[src/rtl/dj_control_unit_pkg.sv]
// Shared definitions for the dj control unit:
// opcodes, FSM states and instruction field positions.
package dj_control_unit_pkg;

  localparam logic [7:0] OP_NOP     = 8'h00;
  localparam logic [7:0] OP_ALU_MAX = 8'hEF;
  localparam logic [7:0] OP_LDI     = 8'hF0;
  localparam logic [7:0] OP_BZ      = 8'hF1;
  localparam logic [7:0] OP_BN      = 8'hF2;
  localparam logic [7:0] OP_BV      = 8'hF3;
  localparam logic [7:0] OP_JMP     = 8'hF4;
  localparam logic [7:0] OP_HALT    = 8'hFF;

  localparam int OPC_LSB = 24;
  localparam int RD_LSB  = 16;
  localparam int RS1_LSB = 8;
  localparam int RS2_LSB = 0;
  localparam int IMM_LSB = 0;

  typedef enum logic [2:0] {
    S_IDLE,
    S_FETCH,
    S_DECODE,
    S_EXECUTE,
    S_WRITEBACK,
    S_HALTED
  } state_t;

  function automatic logic is_alu(input logic [7:0] op);
    return (op != OP_NOP) && (op <= OP_ALU_MAX);
  endfunction

endpackage

[src/rtl/dj_next_pc.sv]
// Next program counter: taken branch/jump adds the
// sign-extended imm16, everything else steps by one.
module dj_next_pc
  import dj_control_unit_pkg::*;
#(
  parameter int PC_WIDTH = 16
) (
  input  logic [PC_WIDTH-1:0] pc,
  input  logic [15:0]         imm16,
  input  logic [7:0]          opcode,
  input  logic                zero,
  input  logic                negative,
  input  logic                overflow,
  output logic [PC_WIDTH-1:0] next_pc
);

  logic                taken;
  logic [PC_WIDTH-1:0] offset;

  always_comb begin
    taken = 1'b0;
    unique case (opcode)
      OP_BZ:   taken = zero;
      OP_BN:   taken = negative;
      OP_BV:   taken = overflow;
      OP_JMP:  taken = 1'b1;
      default: taken = 1'b0;
    endcase
  end

  assign offset  = PC_WIDTH'($signed(imm16));
  assign next_pc = taken ? pc + offset
                         : pc + PC_WIDTH'(1);

endmodule

[src/rtl/dj_control_unit.sv]
// Multi-cycle sequencer: fetch, decode, execute and
// write back over the register-file/ALU datapath.
module dj_control_unit
  import dj_control_unit_pkg::*;
#(
  parameter int PC_WIDTH   = 16,
  parameter int DATA_WIDTH = 64,
  parameter int ADDR_WIDTH = 8
) (
  input  logic                  clock,
  input  logic                  reset,
  input  logic                  run,
  output logic                  instr_req,
  output logic [PC_WIDTH-1:0]   instr_addr,
  input  logic                  instr_valid,
  input  logic [31:0]           instr_data,
  output logic [ADDR_WIDTH-1:0] reg_read_addr_1,
  output logic [ADDR_WIDTH-1:0] reg_read_addr_2,
  output logic [ADDR_WIDTH-1:0] reg_write_addr,
  output logic [DATA_WIDTH-1:0] reg_write_data,
  output logic                  reg_write_cmd,
  output logic [7:0]            alu_operation,
  input  logic [DATA_WIDTH-1:0] alu_result,
  input  logic                  zero_flag,
  input  logic                  negative_flag,
  input  logic                  overflow_flag,
  output logic                  busy,
  output logic                  halted
);

  state_t state, state_next;

  logic [PC_WIDTH-1:0]   pc, pc_next, pc_branch, pc_inc;
  logic [31:0]           ir;
  logic [DATA_WIDTH-1:0] result_q;
  logic                  zero_q, neg_q, ovf_q;
  logic [7:0]            opcode;
  logic [15:0]           imm16;
  logic                  pc_upd, ir_load, exe_load;

  assign opcode = ir[OPC_LSB +: 8];
  assign imm16  = ir[IMM_LSB +: 16];
  assign pc_inc = pc + PC_WIDTH'(1);

  dj_next_pc #(
    .PC_WIDTH (PC_WIDTH)
  ) u_next_pc (
    .pc       (pc),
    .imm16    (imm16),
    .opcode   (opcode),
    .zero     (zero_q),
    .negative (neg_q),
    .overflow (ovf_q),
    .next_pc  (pc_branch)
  );

  always_ff @(posedge clock) begin
    if (!reset) state <= S_IDLE;
    else        state <= state_next;
  end

  always_comb begin
    state_next    = state;
    instr_req     = 1'b0;
    reg_write_cmd = 1'b0;
    alu_operation = 8'h00;
    busy          = 1'b1;
    halted        = 1'b0;
    pc_upd        = 1'b0;
    pc_next       = pc;
    ir_load       = 1'b0;
    exe_load      = 1'b0;
    unique case (state)
      S_IDLE: begin
        busy = 1'b0;
        if (run) state_next = S_FETCH;
      end
      S_FETCH: begin
        instr_req = 1'b1;
        if (instr_valid) begin
          ir_load    = 1'b1;
          state_next = S_DECODE;
        end
      end
      S_DECODE: begin
        unique case (1'b1)
          is_alu(opcode): state_next = S_EXECUTE;
          opcode == OP_LDI: state_next = S_WRITEBACK;
          opcode == OP_HALT: begin
            state_next = S_HALTED;
            pc_upd     = 1'b1;
            pc_next    = pc_inc;
          end
          default: begin
            state_next = S_FETCH;
            pc_upd     = 1'b1;
            pc_next    = pc_branch;
          end
        endcase
      end
      S_EXECUTE: begin
        alu_operation = opcode;
        exe_load      = 1'b1;
        state_next    = S_WRITEBACK;
      end
      S_WRITEBACK: begin
        reg_write_cmd = 1'b1;
        pc_upd        = 1'b1;
        pc_next       = pc_inc;
        state_next    = S_FETCH;
      end
      S_HALTED: begin
        busy   = 1'b0;
        halted = 1'b1;
        if (run) state_next = S_FETCH;
      end
      default: state_next = S_IDLE;
    endcase
  end

  // flags only move on ALU execute; branches read the latched copy
  always_ff @(posedge clock) begin
    if (!reset) begin
      pc       <= '0;
      ir       <= '0;
      result_q <= '0;
      zero_q   <= 1'b0;
      neg_q    <= 1'b0;
      ovf_q    <= 1'b0;
    end else begin
      if (pc_upd)  pc <= pc_next;
      if (ir_load) ir <= instr_data;
      if (exe_load) begin
        result_q <= alu_result;
        zero_q   <= zero_flag;
        neg_q    <= negative_flag;
        ovf_q    <= overflow_flag;
      end
    end
  end

  assign instr_addr      = pc;
  assign reg_read_addr_1 = ADDR_WIDTH'(ir[RS1_LSB +: 8]);
  assign reg_read_addr_2 = ADDR_WIDTH'(ir[RS2_LSB +: 8]);
  assign reg_write_addr  = ADDR_WIDTH'(ir[RD_LSB +: 8]);
  assign reg_write_data  = (opcode == OP_LDI) ? DATA_WIDTH'(imm16)
                                              : result_q;

endmodule
[config.mk]
export PLATFORM = sky130hd
export DESIGN_NAME = dj_control_unit
export DESIGN_NICKNAME = d
export VERILOG_FILES = /design/src/rtl/dj_control_unit_pkg.sv /design/src/rtl/dj_next_pc.sv /design/src/rtl/dj_control_unit.sv
export SDC_FILE = /design/constraint.sdc
export NUM_CORES = 1
export LEC_CHECK = 0
export BUFFER_PORTS_ARGS = -buffer_cell sky130_fd_sc_hd__buf_4
export CORE_UTILIZATION = 55
export CTS_CLUSTER_DIAMETER = 60
export DETAILED_ROUTE_END_ITERATION = 8
export PLACE_DENSITY = 0.94
export SETUP_SLACK_MARGIN = 0.1
export SYNTH_ARGS = -nofsm -noshare
export SYNTH_HDL_FRONTEND = slang
export SYNTH_HIERARCHICAL = 1
export SYNTH_SLANG_ARGS = --single-unit
[constraint.sdc]
create_clock -name clock -period 8.6 [get_ports clock]
set_clock_uncertainty 0.05 [all_clocks]
set_input_delay 0 -clock clock [delete_from_list [all_inputs] [get_ports clock]]
set_output_delay 0 -clock clock [all_outputs]
set_load 0.1 [all_outputs]
---- Yosys cells after proc, flatten, opt, wreduce, memory -nomap -nowiden ----
Index checks and enable logic that the tools add are counted.
storage, ports and cells
  register bits after elaboration ......... 118
  output and inout port bits .............. 116
  input bits .............................. 103
  logic and storage cells ................. 51
operators by class
  multiplexer cells ....................... 19
  add/subtract/negate cells ............... 2
  $lt $le $gt $ge ......................... 1
  eq/ne operators ......................... 14
  reduce and logical (&&, ||, !) cells .... 8
operators with widths
  operator                 number
  $mux W64                 1
  $pmux W16 S2             2
  $eq A8 B8 Y1 const B     6
  $add A16 B1 Y16 const B  1
  $add A16 B16 Y16         1
  $mux W16                 1
  $pmux W3 S5              1
  $pmux W3 S3              1
  $le A8 B8 Y1 const B     1
  $mux W1                  8
  $mux W8                  1
  $reduce_bool A8 Y1       1
  $eq A3 B2 Y1 const B     2
  $eq A3 B3 Y1 const B     2
  $mux W3                  2
  $ne A2 B2 Y1 const B     2
  $pmux W1 S4              1
  $reduce_or A2 Y1         2
  $eq A3 B1 Y1 const B     1
  $logic_not A3 Y1         1
  $reduce_and A3 Y1        1
  $ne A2 B1 Y1 const B     1
  $pmux W1 S2              1
  $reduce_and A2 Y1        1
  other kinds (2)          2

---- Depth between registers and ports, before layout ----
Gate-level depths: netlist of the first run.
  word-level depth ........................ 6
  depth in mapped cells ................... 16
  gate-level depth less buffers ........... 15

---- Modules after synthesis ----
Netlist of the first run, hierarchy kept.
modules (own cells, without submodules)
  module           area an instance (µm²)  cells an instance  times used  sequential area each (µm²)
  dj_control_unit  5,371.4                 708                1           2,362.3
  dj_next_pc       894.6                   124                1           0.0

---- Least setup slack after synthesis of the first run ----
No wires, ideal clock.
  path kind ............................... register -> register
  start point ............................. register state[0]
  end point ............................... register ir[10]
  arrival ................................. 3,660 ps
  buffers on the path ..................... 2
  setup slack ............................. 4,758 ps
  cell stages (with the launch flop) ...... 7
  period minus slack after synthesis ...... 3,842 ps
  setup time .............................. 132 ps
  path through ............................ dfxtp_1 clkbuf_2 nor3b_1 nand2_1 clkbuf_1 nand2_1 a21oi_1
on the way
  cells in the longest elaborated chain, start to end .. 2
RTL lines
  what                    line                    text
  start, declared         dj_control_unit.sv:31   state_t state, state_next;
  start signal, assigned  dj_control_unit.sv:59   else state <= state_next;
  $eq A3 B1 Y1            dj_control_unit.sv:73   unique case (state)
  $mux W1                 dj_control_unit.sv:73
  end signal, assigned    dj_control_unit.sv:132  if (ir_load) ir <= instr_data;
  end, declared           dj_control_unit.sv:34   logic [31:0] ir;
Every way passes these cells.
A chain may end at the register's enable or synchronous reset.

---- Worst setup path in the final report of the first run ----
  start point ............................. register ir[25]
  end point ............................... register pc[14], in the netlist instr_addr[14]
on the way
  elaborated cells between the ends (all ways) .. 18
  classes of those cells .................. order compare: 1; eq/ne: 7; mux: 6; reduce/logical: 4
RTL lines
  what                     line                    text
  $eq A8 B8 Y1             dj_next_pc.sv:22        unique case (opcode)
  $pmux W1 S4 (*)          dj_next_pc.sv:22
  $mux W16 (*)             dj_next_pc.sv:32        assign next_pc = taken ? pc + offset
  named net pc_branch[14]  dj_control_unit.sv:33   logic [PC_WIDTH-1:0] pc, pc_next, pc_branch, pc_inc;
  $pmux W16 S2 (*)         dj_control_unit.sv:86   unique case (1'b1)
  $pmux W16 S2 (*)         dj_control_unit.sv:73
  end signal, assigned     dj_control_unit.sv:131  if (pc_upd) pc <= pc_next;
  end, declared            dj_control_unit.sv:33
The timed path passes the listed nets; every way through them passes the cells marked *.

==> impl_metrics.env, run 1 <==
export IMPL_status="complete, but fails checks"
export IMPL_violations="design-rule violations"
export IMPL_max_stage_delay_ps=730
export IMPL_synth_seq_area_share_pct=37.7
export IMPL_synth_distinct_cells=56
export IMPL_hp_class="primary input to flip-flop"
export IMPL_first_pass_iters=9
export IMPL_tns_ps=0
export IMPL_clockBufferDepth=2
export IMPL_critPathBufInv=0
export IMPL_htree_levels=4
export IMPL_critPathLaunchType="flip-flop"
export IMPL_numPortBuffers=218
export IMPL_antenna_found_initial=1
export IMPL_grt_overflow=0
export IMPL_finalSetupViolCount=0
export IMPL_grt_total_usage_pct=47.4
export IMPL_maxCapViolations=0
export IMPL_wl_per_cell_um=24.5
export IMPL_route_detailed_drc=1
export IMPL_cts_buffers=17
export IMPL_yosysWarnings=6
export IMPL_hpwl_um=12600
export IMPL_worstSetupPathType="flip-flop to flip-flop"
export IMPL_grt_pass1_vias=7937
export IMPL_drive_above_1_share_pct=25.9
export IMPL_drt_iter0_markers=1319
export IMPL_cts_hold_buf=106
export IMPL_crit_required_ps=8860
export IMPL_slew_violations=0
export IMPL_nets=1223
export IMPL_stdcell_count=1257
export IMPL_worstPathCellList="nor4bb_1 -> a21oi_1 -> a21oi_1 -> nand2b_1 -> ha_1 -> fa_1 -> a21oi_4 -> o221ai_2 -> a2111oi_4 -> o31ai_1 -> a21oi_1 -> xnor2_1 -> nor2_1 -> a41oi_1 -> o221a_2"
export IMPL_synth_seq_cells=118
export IMPL_hold_violations=0
export IMPL_fp_dieH_um=109
export IMPL_fp_row_count=38
export IMPL_synthCells=832
export IMPL_syn_cell_area_mm2=0.00627
export IMPL_worstPathArrival_ps=4600
export IMPL_timing_final_crit_share_pct=50.4
export IMPL_drt_wl_total_um=30800
export IMPL_cts_tree="built"
export IMPL_die_area_mm2=0.0118
export IMPL_num_vias=8201
export IMPL_end_kind="flip-flop"
export IMPL_grt_pass1_wl_um=41900
export IMPL_die_w_um=109
export IMPL_clkSinkCount=118
export IMPL_synth_fp_nets=952
export IMPL_ys_async_sr_fraction_pct=0
export IMPL_clk_pin_slew_ps=60
export IMPL_start_util_pct=57.1
export IMPL_min_period_ps=4340
export IMPL_syn_to_final_growth_pct=50.8
export IMPL_rsz0062_at_grt="false"
export IMPL_p_total_mw=1.83
export IMPL_grt_max_degree=72
export IMPL_antenna_left=0
export IMPL_cp_common_cell="a21oi_1"
export IMPL_clk_latency_ps=420
export IMPL_num_io_pins=219
export IMPL_clockRootBuffer="clkbuf_16"
export IMPL_synth_edff_count=0
export IMPL_tightestPinTransition_ps=1150
export IMPL_cp_max_fo=16
export IMPL_power_density_mw_per_mm2=194
export IMPL_crit_family="compound AO/OA/AOI/OAI gates"
export IMPL_gp_congestion=0.930
export IMPL_core_mm2=0.0110
export IMPL_vias_per_cell=6.52
export IMPL_ir_worst_vdd_mv=0.174
export IMPL_syn_avg_cell_area_um2=7.53
export IMPL_p_leak_nw=4.03
export IMPL_relSlewSlack_pct=22.8
export IMPL_postCtsSetupBuffers=0
export IMPL_ys_flop_type="dfxtp_1"
export IMPL_slowest_stage="a21oi_1"
export IMPL_place_inst=1118
export IMPL_cts_resized=0
export IMPL_max_freq_mhz=231
## stage by stage
stage                     area, µm²  util (%)  hold WS [ps]  worst slack (ps)
after detailed placement       7730      70.4           204              4540
after global placement         7730      70.4           195              4650
after floorplan                6270         -          86.0              4760
after CTS                      9440      86.0           310              4500
final                          9450      86.0           337              4260
after global routing           9450      86.0           331              3960
## layout by cell type (no fill, tap or decap), types with 9 or more instances in the layout
| cell | n |
|---|---|
| a21o_1 | 11 |
| a21oi_1 | 137 |
| and2_1 | 72 |
| buf_4 | 224 |
| clkbuf_16 | 17 |
| dfxtp_1 | 118 |
| dlygate4sd3_1 | 106 |
| ha_1 | 16 |
| mux2_2 | 16 |
| nand2_1 | 230 |
| nand3_1 | 14 |
| nor2_1 | 27 |
| o21ai_0 | 15 |
| xnor2_1 | 9 |
## final timing paths
path         cells past startpoint             end           start  slack (ps)
max                             15  instr_addr[14]          ir[25]        4260
min                              4    result_q[60]  alu_result[60]         340
max reg2reg                     15  instr_addr[14]          ir[25]        4260
min reg2reg                      2    result_q[57]    result_q[57]         410
## power by group
part	switching, mW	total [mW]	internal, mW	leakage, nW
Clock	0.297	0.816	0.519	0.317
Combinational	0.286	0.412	0.127	2.76
Sequential	0.0328	0.604	0.571	0.954
## sequential cells by signal, summed over array words and instances, names as in the netlist
| signal | count |
|---|---|
| neg_q | 1 |
| ir | 32 |
| ovf_q | 1 |
| instr_addr | 16 |
| zero_q | 1 |
| result_q | 64 |
| state | 3 |
## Yosys cell counts, types with 5 or more instances
| cell type | count | area (µm²) |
|---|---|---|
| xor2_1 | 5 | 43.8 |
| nor2_1 | 27 | 101 |
| ha_1 | 16 | 200 |
| clkbuf_1 | 38 | 143 |
| dfxtp_1 | 118 | 2360 |
| a21oi_1 | 137 | 686 |
| o21ai_0 | 15 | 75.1 |
| nand2_1 | 232 | 871 |
| buf_1 | 5 | 18.8 |
| inv_1 | 9 | 33.8 |
| o221a_2 | 5 | 56.3 |
| and2_1 | 71 | 444 |
| buf_2 | 9 | 45.0 |
| xnor2_1 | 9 | 78.8 |
| nor3_1 | 6 | 30.0 |
| nand3_1 | 14 | 70.1 |
| buf_4 | 24 | 180 |
| mux2_2 | 16 | 180 |
| a21o_1 | 11 | 82.6 |
## tightest hold or removal path, delay by kind of cell
kind,cells,cell delay (ps)
buf+inv,2,620
compound gates,1,110
simple gates,1,40
## cell type report
cell class	instances	area, µm²
Antenna cell	1	2.50
Clock buffer	22	484
Clock inverter	10	168
Tap cell	140	175
Timing Repair Buffer	330	2740
Fill cell	488	1540
Multi-Input combinational cell	627	3480
Inverter	9	35.0
Sequential cell	118	2360
## per-layer routing
layer / vias to the layer above / part of all wire, % / GRT usage (%)
li1: 3320 / - / -
met1: 3616 / 31 / 50.4
met2: 892 / 44 / 75.7
met3: 367 / 13 / 15.6
met4: 6 / 13 / 41.1
met5: - / 0.16 / 0
## cells by family (layout without fill, tap and decap cells)
kind of cell | Yosys count | count (layout) | share of synthesized area (%)
flip-flops | 118 | 118 | 37.7
multiplexers | 17 | 17 | 3.06
XOR/XNOR | 14 | 14 | 1.96
AND/OR/NAND/NOR | 381 | 381 | 28.0
AO/OA/AOI/OAI | 198 | 198 | 18.8
buffers and inverters | 87 | 371 | 6.97
other | 0 | 1 | 0
adder cells (fa/ha/maj) | 17 | 17 | 3.51
(Power assumes the default switching activity.)
==> inputs of run 2 (changes only) <==
ABC_AREA = 1   (was default)
CORE_UTILIZATION = 47   (was 55)
PLACE_DENSITY = 0.85   (was 0.94)
clock period = 3.8 ns   (was 8.6 ns; I/O delays follow)
==> run 2 against run 1 <==
  * Cell count is 18% higher
  * The run now ends clean
  * Combinational power grew to 4.0 times the previous value
  * Die area is 25% higher
  * Clock power is 100% higher
  * Largest cell class unchanged
  * Sequential cell count stayed put
  * First-iteration DRC count is 39% lower
==> impl_metrics.env, run 2 <==
export IMPL_cts_resized=0
export IMPL_clk_pin_slew_ps=60
export IMPL_grt_busiest_layer="met2"
export IMPL_postLayoutCellArea_mm2=0.00981
export IMPL_grt_pass1_wl_um=38900
export IMPL_grt_total_usage_pct=33.7
export IMPL_worstPathArrival_ps=3520
export IMPL_synth_top_cell_area_share_pct=35.1
export IMPL_worstPathCellList="inv_1 -> nor2_1 -> nand2_1 -> nor2_4 -> nand2_2 -> or2_1 -> ha_1 -> fa_1 -> nand3_1 -> nand2_2 -> nand2_2 -> nand2_2 -> nand3_1 -> nand2_1 -> nand2_1 -> nand2_1 -> or2_2 -> nand3_2 -> a21oi_2"
export IMPL_max_freq_mhz=304
export IMPL_ys_flop_type="dfxtp_1"
export IMPL_crit_family="simple AND/OR/NAND/NOR gates"
export IMPL_grt_pass1_vias=8043
export IMPL_timing_final_crit_share_pct=86.6
export IMPL_synth_seq_cells=118
export IMPL_p_total_mw=4.76
export IMPL_start_util_pct=48.3
export IMPL_antenna_left=0
export IMPL_hold_path_endpoint="state[0]"
export IMPL_synthCells=1025
export IMPL_hpwl_um=14100
export IMPL_clock_power_share_pct=34.7
export IMPL_critPathBufInv=1
export IMPL_synth_most_common_cell="nor2_1"
export IMPL_largest_register_ffs=64
export IMPL_status="finished, final reports clean"
export IMPL_netSwitchingFraction_pct=40.8
export IMPL_hold_violations=0
export IMPL_relSlewSlack_pct=48.7
export IMPL_synth_distinct_cells=35
export IMPL_maxCapViolations=0
export IMPL_tns_ps=0
export IMPL_fp_row_count=43
export IMPL_hold_depth=6
export IMPL_rsz0062_at_grt="false"
export IMPL_core_mm2=0.0139
export IMPL_yosysWarnings=6
export IMPL_cp_max_fo=15
export IMPL_ir_worst_vdd_mv=0.323
export IMPL_synthTopCellsByCount="nor2_1, nand2_1, inv_1"
export IMPL_fp_dieH_um=122
export IMPL_slowest_stage="fa_1"
export IMPL_dp_slack_ps=547
export IMPL_intPower_mw=2.82
export IMPL_hp_class="primary input to flip-flop"
export IMPL_p_leak_nw=4.50
export IMPL_clk_latency_ps=420
export IMPL_p_sw_mw=1.95
export IMPL_grt_overflow=0
export IMPL_worstHoldStart="instr_valid"
export IMPL_tightestPinTransition_ps=767
export IMPL_end_kind="flip-flop"
export IMPL_reg2reg_depth=19
export IMPL_clockBufferDepth=2
export IMPL_cts_tree="built"
export IMPL_layout_common_cells="buf_4, nor2_1, nand2_1"
export IMPL_ys_async_sr_fraction_pct=0
export IMPL_clkSinkCount=118
export IMPL_clockRootBuffer="clkbuf_16"
export IMPL_r2r_setup_slack_ps=510
export IMPL_drt_wl_total_um=24900
export IMPL_holdWs_ps=35.2
export IMPL_drt_iter0_markers=809
export IMPL_numPortBuffers=218
export IMPL_wl_per_cell_um=16.7
export IMPL_yosysTopAreaCell="dfxtp_1"
export IMPL_worstSetupPathType="flip-flop to flip-flop"
export IMPL_final_core_util_pct=70.4
export IMPL_die_area_mm2=0.0148
export IMPL_syn_avg_cell_area_um2=6.56
export IMPL_cts_buffers=17
export IMPL_synthTopCellsByArea="dfxtp_1, nor2_1, nand2_1"
export IMPL_stdcell_count=1489
export IMPL_use_met2_pct=57.6
export IMPL_largest_register="result_q"
export IMPL_num_io_pins=219
export IMPL_place_inst=1355
export IMPL_slew_violations=0
export IMPL_grt_max_degree=80
export IMPL_route_detailed_drc=0
export IMPL_syn_cell_area_mm2=0.00673
export IMPL_gp_congestion=0.886
export IMPL_vias_per_cell=5.41
export IMPL_syn_to_final_growth_pct=45.9
export IMPL_synth_edff_count=0
export IMPL_max_stage_delay_ps=450
export IMPL_use_met1_pct=36.3
export IMPL_final_common_cell="buf_4"
export IMPL_finalSetupViolCount=0
export IMPL_synth_seq_area_share_pct=35.1
export IMPL_first_pass_iters=5
export IMPL_seq_power_share_pct=31.1
export IMPL_crit_required_ps=4030
export IMPL_num_vias=8053
export IMPL_place_area_mm2=0.00820
export IMPL_min_period_ps=3290
export IMPL_htree_levels=4
export IMPL_synth_fp_nets=1145
export IMPL_drive_above_1_share_pct=23.9
export IMPL_die_w_um=122
export IMPL_postCtsSetupBuffers=0
export IMPL_antenna_found_initial=1
export IMPL_power_density_mw_per_mm2=486
export IMPL_nets=1415
export IMPL_comb_power_share_pct=34.2
export IMPL_r2r_end="instr_addr[14]"
export IMPL_layout_setup_ws_ps=511
export IMPL_reg2reg_from="ir[31]"
export IMPL_critPathLaunchType="flip-flop"
export IMPL_gr_usage_met3_pct=9.32
-- run 2: cell count changes in the layout (fill, tap and decap cells not counted), moves of 59 or more --
cell     delta
nor2_1    +169
inv_1     +114
o21ai_0    +90
and2_1     -71
a21oi_1    -62
nand2_1    -59
-- run 2: worst max-delay path by stage --
stage,endpoint,slack (ps),cells past startpoint,startpoint
finish,instr_addr[14],510,19,ir[31]
CTS,instr_addr[14],540,19,ir[24]
global route,instr_addr[14],250,19,ir[24]
detailed placement,instr_addr[14],550,19,ir[24]
floorplan,instr_addr[14],1040,19,ir[24]
global placement,instr_addr[14],660,19,ir[24]
-- run 2: cells by family after synthesis --
kind of cell             count (synthesis)  share of synthesized area (%)
buffers and inverters                  200                           13.6
adder cells (fa/ha/maj)                 17                           3.27
AO/OA/AOI/OAI                          206                           16.0
AND/OR/NAND/NOR                        472                           30.4
XOR/XNOR                                12                           1.56
flip-flops                             118                           35.1
-- run 2: layout make-up --
class / instances / area, µm²
Multi-Input combinational cell: 707 / 3450
Timing Repair Buffer: 323 / 2690
Clock buffer: 20 / 447
Sequential cell: 118 / 2360
Fill cell: 972 / 4120
Antenna cell: 1 / 2.50
Tap cell: 180 / 225
Clock inverter: 12 / 154
Inverter: 128 / 482
-- run 2: power by group through the flow --
stage          Sequential [mW]  Clock (mW)  Combinational, mW
2_1_floorplan             1.52           0               1.16
3_3_place_gp              1.49           0               1.47
3_5_place_dp              1.50           0               1.48
4_1_cts                   1.47        1.64               1.57
5_1_grt                   1.49        1.72               1.70
6_report                  1.48        1.65               1.63
-- run 2: layer usage --
metal  share of wire [%]  up-vias
met2                  49      484
li1                    -     3749
met5                   0        -
met3                 8.2      121
met4                 5.6        0
met1                  37     3699
-- run 2: worst register-to-register path, delay by kind of cell, from the launching register on --
kind,cells,cell delay (ps)
simple gates,15,1880
flops,1,430
fa+ha+maj,2,670
buf+inv,1,60
compound gates,1,50
-- run 2: repair_timing --
action / CTS / global route
hold endpoints to repair: 101 / 0
setup endpoints to repair: 0 / 0
hold buffers: 101 / 0
